[config.mk]
export PLATFORM = sky130hd
export DESIGN_NAME = hazard_scoreboard
export DESIGN_NICKNAME = d
export VERILOG_FILES = /design/src/rtl/hazard_pkg.sv /design/src/rtl/hazard_scoreboard_dst_tag_pipe.sv /design/src/rtl/hazard_scoreboard.sv
export SDC_FILE = /design/constraint.sdc
export NUM_CORES = 1
export LEC_CHECK = 0
export ABC_AREA = 1
export BUFFER_PORTS_ARGS = -buffer_cell sky130_fd_sc_hd__clkbuf_2
export CAP_MARGIN = 20
export CORE_MARGIN = 2
export CORE_UTILIZATION = 35
export CTS_BUF_LIST = sky130_fd_sc_hd__clkbuf_8
export DETAILED_ROUTE_END_ITERATION = 8
export GPL_TIMING_DRIVEN = 1
export PLACE_DENSITY = 0.52
export SETUP_SLACK_MARGIN = 0.3
export SYNTH_ARGS = -nofsm -noshare
export SYNTH_HDL_FRONTEND = slang
export SYNTH_HIERARCHICAL = 1
export SYNTH_SLANG_ARGS = --single-unit
[constraint.sdc]
create_clock -name clock -period 3.6 [get_ports clock]
set_input_delay 0.72 -clock clock [delete_from_list [all_inputs] [get_ports clock]]
set_output_delay 0.72 -clock clock [all_outputs]
set_load 0.02 [all_outputs]
[src/rtl/hazard_pkg.sv]
// Shared types and limits for the decode hazard scoreboard.
package hazard_pkg;

  localparam int DEPTH_MIN   = 1;
  localparam int DEPTH_MAX   = 6;
  localparam int RW_MAX      = 8;
  localparam int FWD_REGFILE = 0;

  // dst is stored at RW_MAX bits so one typedef serves every register-file size
  typedef struct packed {
    logic              valid;
    logic              is_load;
    logic [RW_MAX-1:0] dst;
  } entry_t;

endpackage

[src/rtl/hazard_scoreboard_dst_tag_pipe.sv]
// Destination-tag shift register: one entry per tracked stage, index 0 = youngest.
module dst_tag_pipe
  import hazard_pkg::*;
#(
  parameter int DEPTH = 3
) (
  input  logic                 clock,
  input  logic                 reset,
  input  logic                 flush,
  input  entry_t               new_entry,
  output entry_t [DEPTH-1:0]   entries
);

  logic [DEPTH-1:0]  vld_q;
  logic [DEPTH-1:0]  load_q;
  logic [RW_MAX-1:0] dst_q [DEPTH];

  // A flush squashes the instruction currently in DX before it can advance.
  always_ff @(posedge clock or posedge reset) begin
    if (reset) begin
      vld_q <= '0;
    end else begin
      vld_q[0] <= new_entry.valid;
      for (int k = 1; k < DEPTH; k++) begin
        vld_q[k] <= vld_q[k-1] & ~(flush && (k == 1));
      end
    end
  end

  always_ff @(posedge clock) begin
    dst_q[0]  <= new_entry.dst;
    load_q[0] <= new_entry.is_load;
    for (int k = 1; k < DEPTH; k++) begin
      dst_q[k]  <= dst_q[k-1];
      load_q[k] <= load_q[k-1];
    end
  end

  always_comb begin
    entries = '0;
    for (int k = 0; k < DEPTH; k++) begin
      entries[k].valid   = vld_q[k];
      entries[k].is_load = load_q[k];
      entries[k].dst     = dst_q[k];
    end
  end

endmodule

[src/rtl/hazard_scoreboard.sv]
// In-order pipeline hazard scoreboard: forwarding selects, load-use and mult/div stalls.
module hazard_scoreboard
  import hazard_pkg::*;
#(
  parameter int NUM_REGS = 32,
  parameter int DEPTH    = 3,
  parameter int RW       = $clog2(NUM_REGS),
  parameter int SW       = $clog2(DEPTH + 1)
) (
  input  logic          clock,
  input  logic          reset,
  input  logic          issue_valid,
  input  logic [RW-1:0] src_a,
  input  logic [RW-1:0] src_b,
  input  logic          src_a_used,
  input  logic          src_b_used,
  input  logic [RW-1:0] dst,
  input  logic          dst_we,
  input  logic          dst_is_load,
  input  logic          dst_is_md,
  input  logic          md_done,
  input  logic          flush,
  output logic          stall,
  output logic [SW-1:0] fwd_a_sel,
  output logic [SW-1:0] fwd_b_sel,
  output logic          md_busy,
  output logic [SW-1:0] inflight
);

  if (DEPTH < DEPTH_MIN || DEPTH > DEPTH_MAX) begin : g_bad_depth
    $error("hazard_scoreboard: DEPTH out of range");
  end
  if (RW > RW_MAX) begin : g_bad_rw
    $error("hazard_scoreboard: RW exceeds RW_MAX");
  end

  entry_t [DEPTH-1:0] entries;
  entry_t             new_entry;
  logic [DEPTH-1:0]   match_a;
  logic [DEPTH-1:0]   match_b;
  logic               md_busy_q;
  logic [RW-1:0]      md_dst_q;
  logic               load_use;
  logic               md_hazard;
  logic               accept;
  int unsigned        valid_cnt;

  function automatic logic src_hit(input entry_t e, input logic [RW-1:0] src, input logic used);
    return e.valid && used && (src != '0) && (e.dst == RW_MAX'(src));
  endfunction

  // Scan oldest to youngest so the youngest matching stage wins.
  always_comb begin
    match_a   = '0;
    match_b   = '0;
    fwd_a_sel = SW'(FWD_REGFILE);
    fwd_b_sel = SW'(FWD_REGFILE);
    for (int k = DEPTH - 1; k >= 0; k--) begin
      match_a[k] = src_hit(entries[k], src_a, src_a_used);
      match_b[k] = src_hit(entries[k], src_b, src_b_used);
      if (match_a[k]) fwd_a_sel = SW'(k + 1);
      if (match_b[k]) fwd_b_sel = SW'(k + 1);
    end
  end

  assign load_use  = entries[0].is_load && (match_a[0] || match_b[0]);
  assign md_hazard = md_busy_q &&
                     ((src_a_used && (src_a != '0) && (src_a == md_dst_q)) ||
                      (src_b_used && (src_b != '0) && (src_b == md_dst_q)) ||
                      (dst_we && (dst == md_dst_q)) ||
                      dst_is_md);
  assign stall  = issue_valid && !flush && (load_use || md_hazard);
  assign accept = issue_valid && !flush && !stall;

  // Mult/div results bypass the tag pipe; they are tracked by the md record alone.
  always_comb begin
    new_entry         = '0;
    new_entry.valid   = accept && dst_we && (dst != '0) && !dst_is_md;
    new_entry.is_load = dst_is_load;
    new_entry.dst     = RW_MAX'(dst);
  end

  dst_tag_pipe #(.DEPTH(DEPTH)) u_dst_tag_pipe (
    .clock     (clock),
    .reset     (reset),
    .flush     (flush),
    .new_entry (new_entry),
    .entries   (entries)
  );

  always_ff @(posedge clock or posedge reset) begin
    if (reset) begin
      md_busy_q <= 1'b0;
    end else if (accept && dst_is_md) begin
      md_busy_q <= 1'b1;
    end else if (md_done) begin
      md_busy_q <= 1'b0;
    end
  end

  always_ff @(posedge clock) begin
    if (accept && dst_is_md) md_dst_q <= dst;
  end

  assign md_busy = md_busy_q;

  always_comb begin
    valid_cnt = 0;
    for (int k = 0; k < DEPTH; k++) begin
      if (entries[k].valid) valid_cnt = valid_cnt + 1;
    end
    if (valid_cnt > DEPTH) valid_cnt = DEPTH;
    inflight = SW'(valid_cnt);
  end

endmodule
==> impl_results.md <==
* Status: finished, final reports clean
* # rows at 26
* Via Count at 1,421
* Met1 usage at 18.7%
* Final wirelength at 3.78 mm
* CP max FO at 5
* # clock sinks at 34
* Largest net degree at the start of global routing at 12
* CTS buffer count at 5
* Layout cells sized above 1 at 25.1%
* Net count, final at 288
* GRT overflow at 0
* Detailed placement HPWL at 3.12 mm
* CTS Hold Buffers Added at 0
* Final Hold Slack at 0.247 ns
* Max cap viols at 0
* Worst hold path type: in -> async
* Worst Clk Skew at 0.00141 ns
* First-pass GRT wire length at 6.46 mm
* Drt wl/cell at 11.4 um
* Max H-tree Level at 2
* Average size of a mapped cell at 8.02 um2
* DRT Pass-1 Iters at 4
* Worst Path Arrival at 1.95 ns
* RSZ-0062 raised after global routing: false
* Setup tns final at 0 ns
* Initial Utilization at 36.0%
* Area Overhead vs Synth at 18.0%
* Clk_lat worst skew at 0.29 ns
* Die H at 76.3 um
* N_diodes at 0
* Root buf cell: clkbuf_8
* Antenna Nets Post-Route at 0
* Max Slew Vio Count at 0
* YS warnings at 6
* Reg clk slew, reported paths at 0.07 ns
* CTS resizes at 0
* Max Buffers Root-to-Sink at 2
* Global-route met3 utilization at 3.91%
* Initial antenna violation count at 0
* Die Area at 5820 um2
* CP endpoint kind: output port
* Post-CTS Repair Setup Buffers at 0
* Post-Syn Instances at 228
* Io pins at 33
* Pwr/cell area at 445 nW/um2
* Met2 GRT Util at 21.7%
* Fin. Hold Viols at 0
* Critical path class: in -> out
* Die width at 76.3 um
* Setup violators final at 0
* Fin crit share at 74.1%
* Tot GR Track Use at 14.2%
* FMAX at 375 MHz
* Peak supply drop at 0.200 mV
* Remaining DRCs at 0
* Port Buf Inserts at 32
* Mapped Area at 1830 um2
* Leakage at 1.08 nW
* Worst setup SP type: input pin
* Crit path time final at 2.67 ns
* CTS tree: built
* Floorplan Core Area at 5070 um2
* Placer congestion estimate at 0.811
* DRT iter0 DRCs at 60
* Vias in the first global route at 1,364
* WP data required at 2.88 ns
* Via density at 4.27
* Gr busiest metal: met2
-- power breakdown --
| group | switching, mW | internal (mW) |
|---|---|---|
| sequential | 0.0152 | 0.404 |
| clock | 0.140 | 0.295 |
| combinational | 0.0599 | 0.0441 |
| total | 0.215 | 0.744 |
-- stage by stage --
stage	power [mW]	cells	util, %	instance area, um2	worst slack (ns)
after floorplan	0.504	230	-	1840	1.10
after global routing	1.00	333	42.5	2160	0.771
after global placement	0.533	325	39.7	2010	0.903
after detailed placement	0.534	325	39.7	2010	0.898
final	0.959	333	42.5	2160	0.933
after CTS	0.972	333	42.5	2160	0.895
-- final cells by class --
| type | instances | area (um2) |
|---|---|---|
| Fill cell | 532 | 2920 |
| Multi-Input combinational cell | 153 | 881 |
| Sequential cell | 34 | 751 |
| Timing Repair Buffer | 32 | 160 |
| Inverter | 36 | 135 |
| Tap cell | 70 | 87.6 |
| Clock buffer | 6 | 82.6 |
| Clock inverter | 2 | 60.1 |
-- layout by cell type (no fill, tap or decap), types with 2 or more instances in the layout --
master / n
nand2_1: 45
clkbuf_2: 32
inv_1: 30
nor2_1: 27
dfxtp_1: 25
xor2_1: 17
nand3_1: 12
xnor2_1: 12
inv_2: 6
clkbuf_8: 6
edfxtp_1: 5
nor2_2: 4
nand3_2: 4
dfrtp_1: 4
nand2_2: 3
o21ai_0: 3
nor3_1: 3
nand4_1: 3
or2_2: 3
conb_1: 3
a21oi_1: 2
bufinv_16: 2
-- worst max-delay path: stages --
cell,delay (ns)
clkbuf_2,0.17
xor2_1,0.20
nor4_2,0.36
nand3_1,0.12
a21boi_1,0.18
clkbuf_2,0.20
-- final timing paths --
check,slack [ns],start,to,cells past startpoint
setup / recovery,0.93,src_a[1],fwd_a_sel[1],6
setup reg to reg,1.93,u_dst_tag_pipe/vld_q[0],md_dst_q[2],9
hold / removal,0.25,reset,md_busy,2
hold reg to reg,0.34,u_dst_tag_pipe/dst_q[0][13],u_dst_tag_pipe/dst_q[0][21],0
max in group asynchronous,3.19,reset,u_dst_tag_pipe/vld_q[1],2
min in group clock,0.34,u_dst_tag_pipe/dst_q[0][13],u_dst_tag_pipe/dst_q[0][21],0
-- sequential cells by signal (all words and copies together) (netlist names) --
| signal | flops |
|---|---|
| md_busy | 1 |
| md_dst_q | 5 |
| u_dst_tag_pipe/dst_q | 24 |
| u_dst_tag_pipe/load_q | 1 |
| u_dst_tag_pipe/vld_q | 3 |
-- per-layer routing --
metal,share of wire [%],up-vias
li1,-,760
met5,0,-
met2,46,24
met3,3.9,7
met1,49,630
met4,1.9,0
No activity file was read; power rests on OpenSTA's default activity.
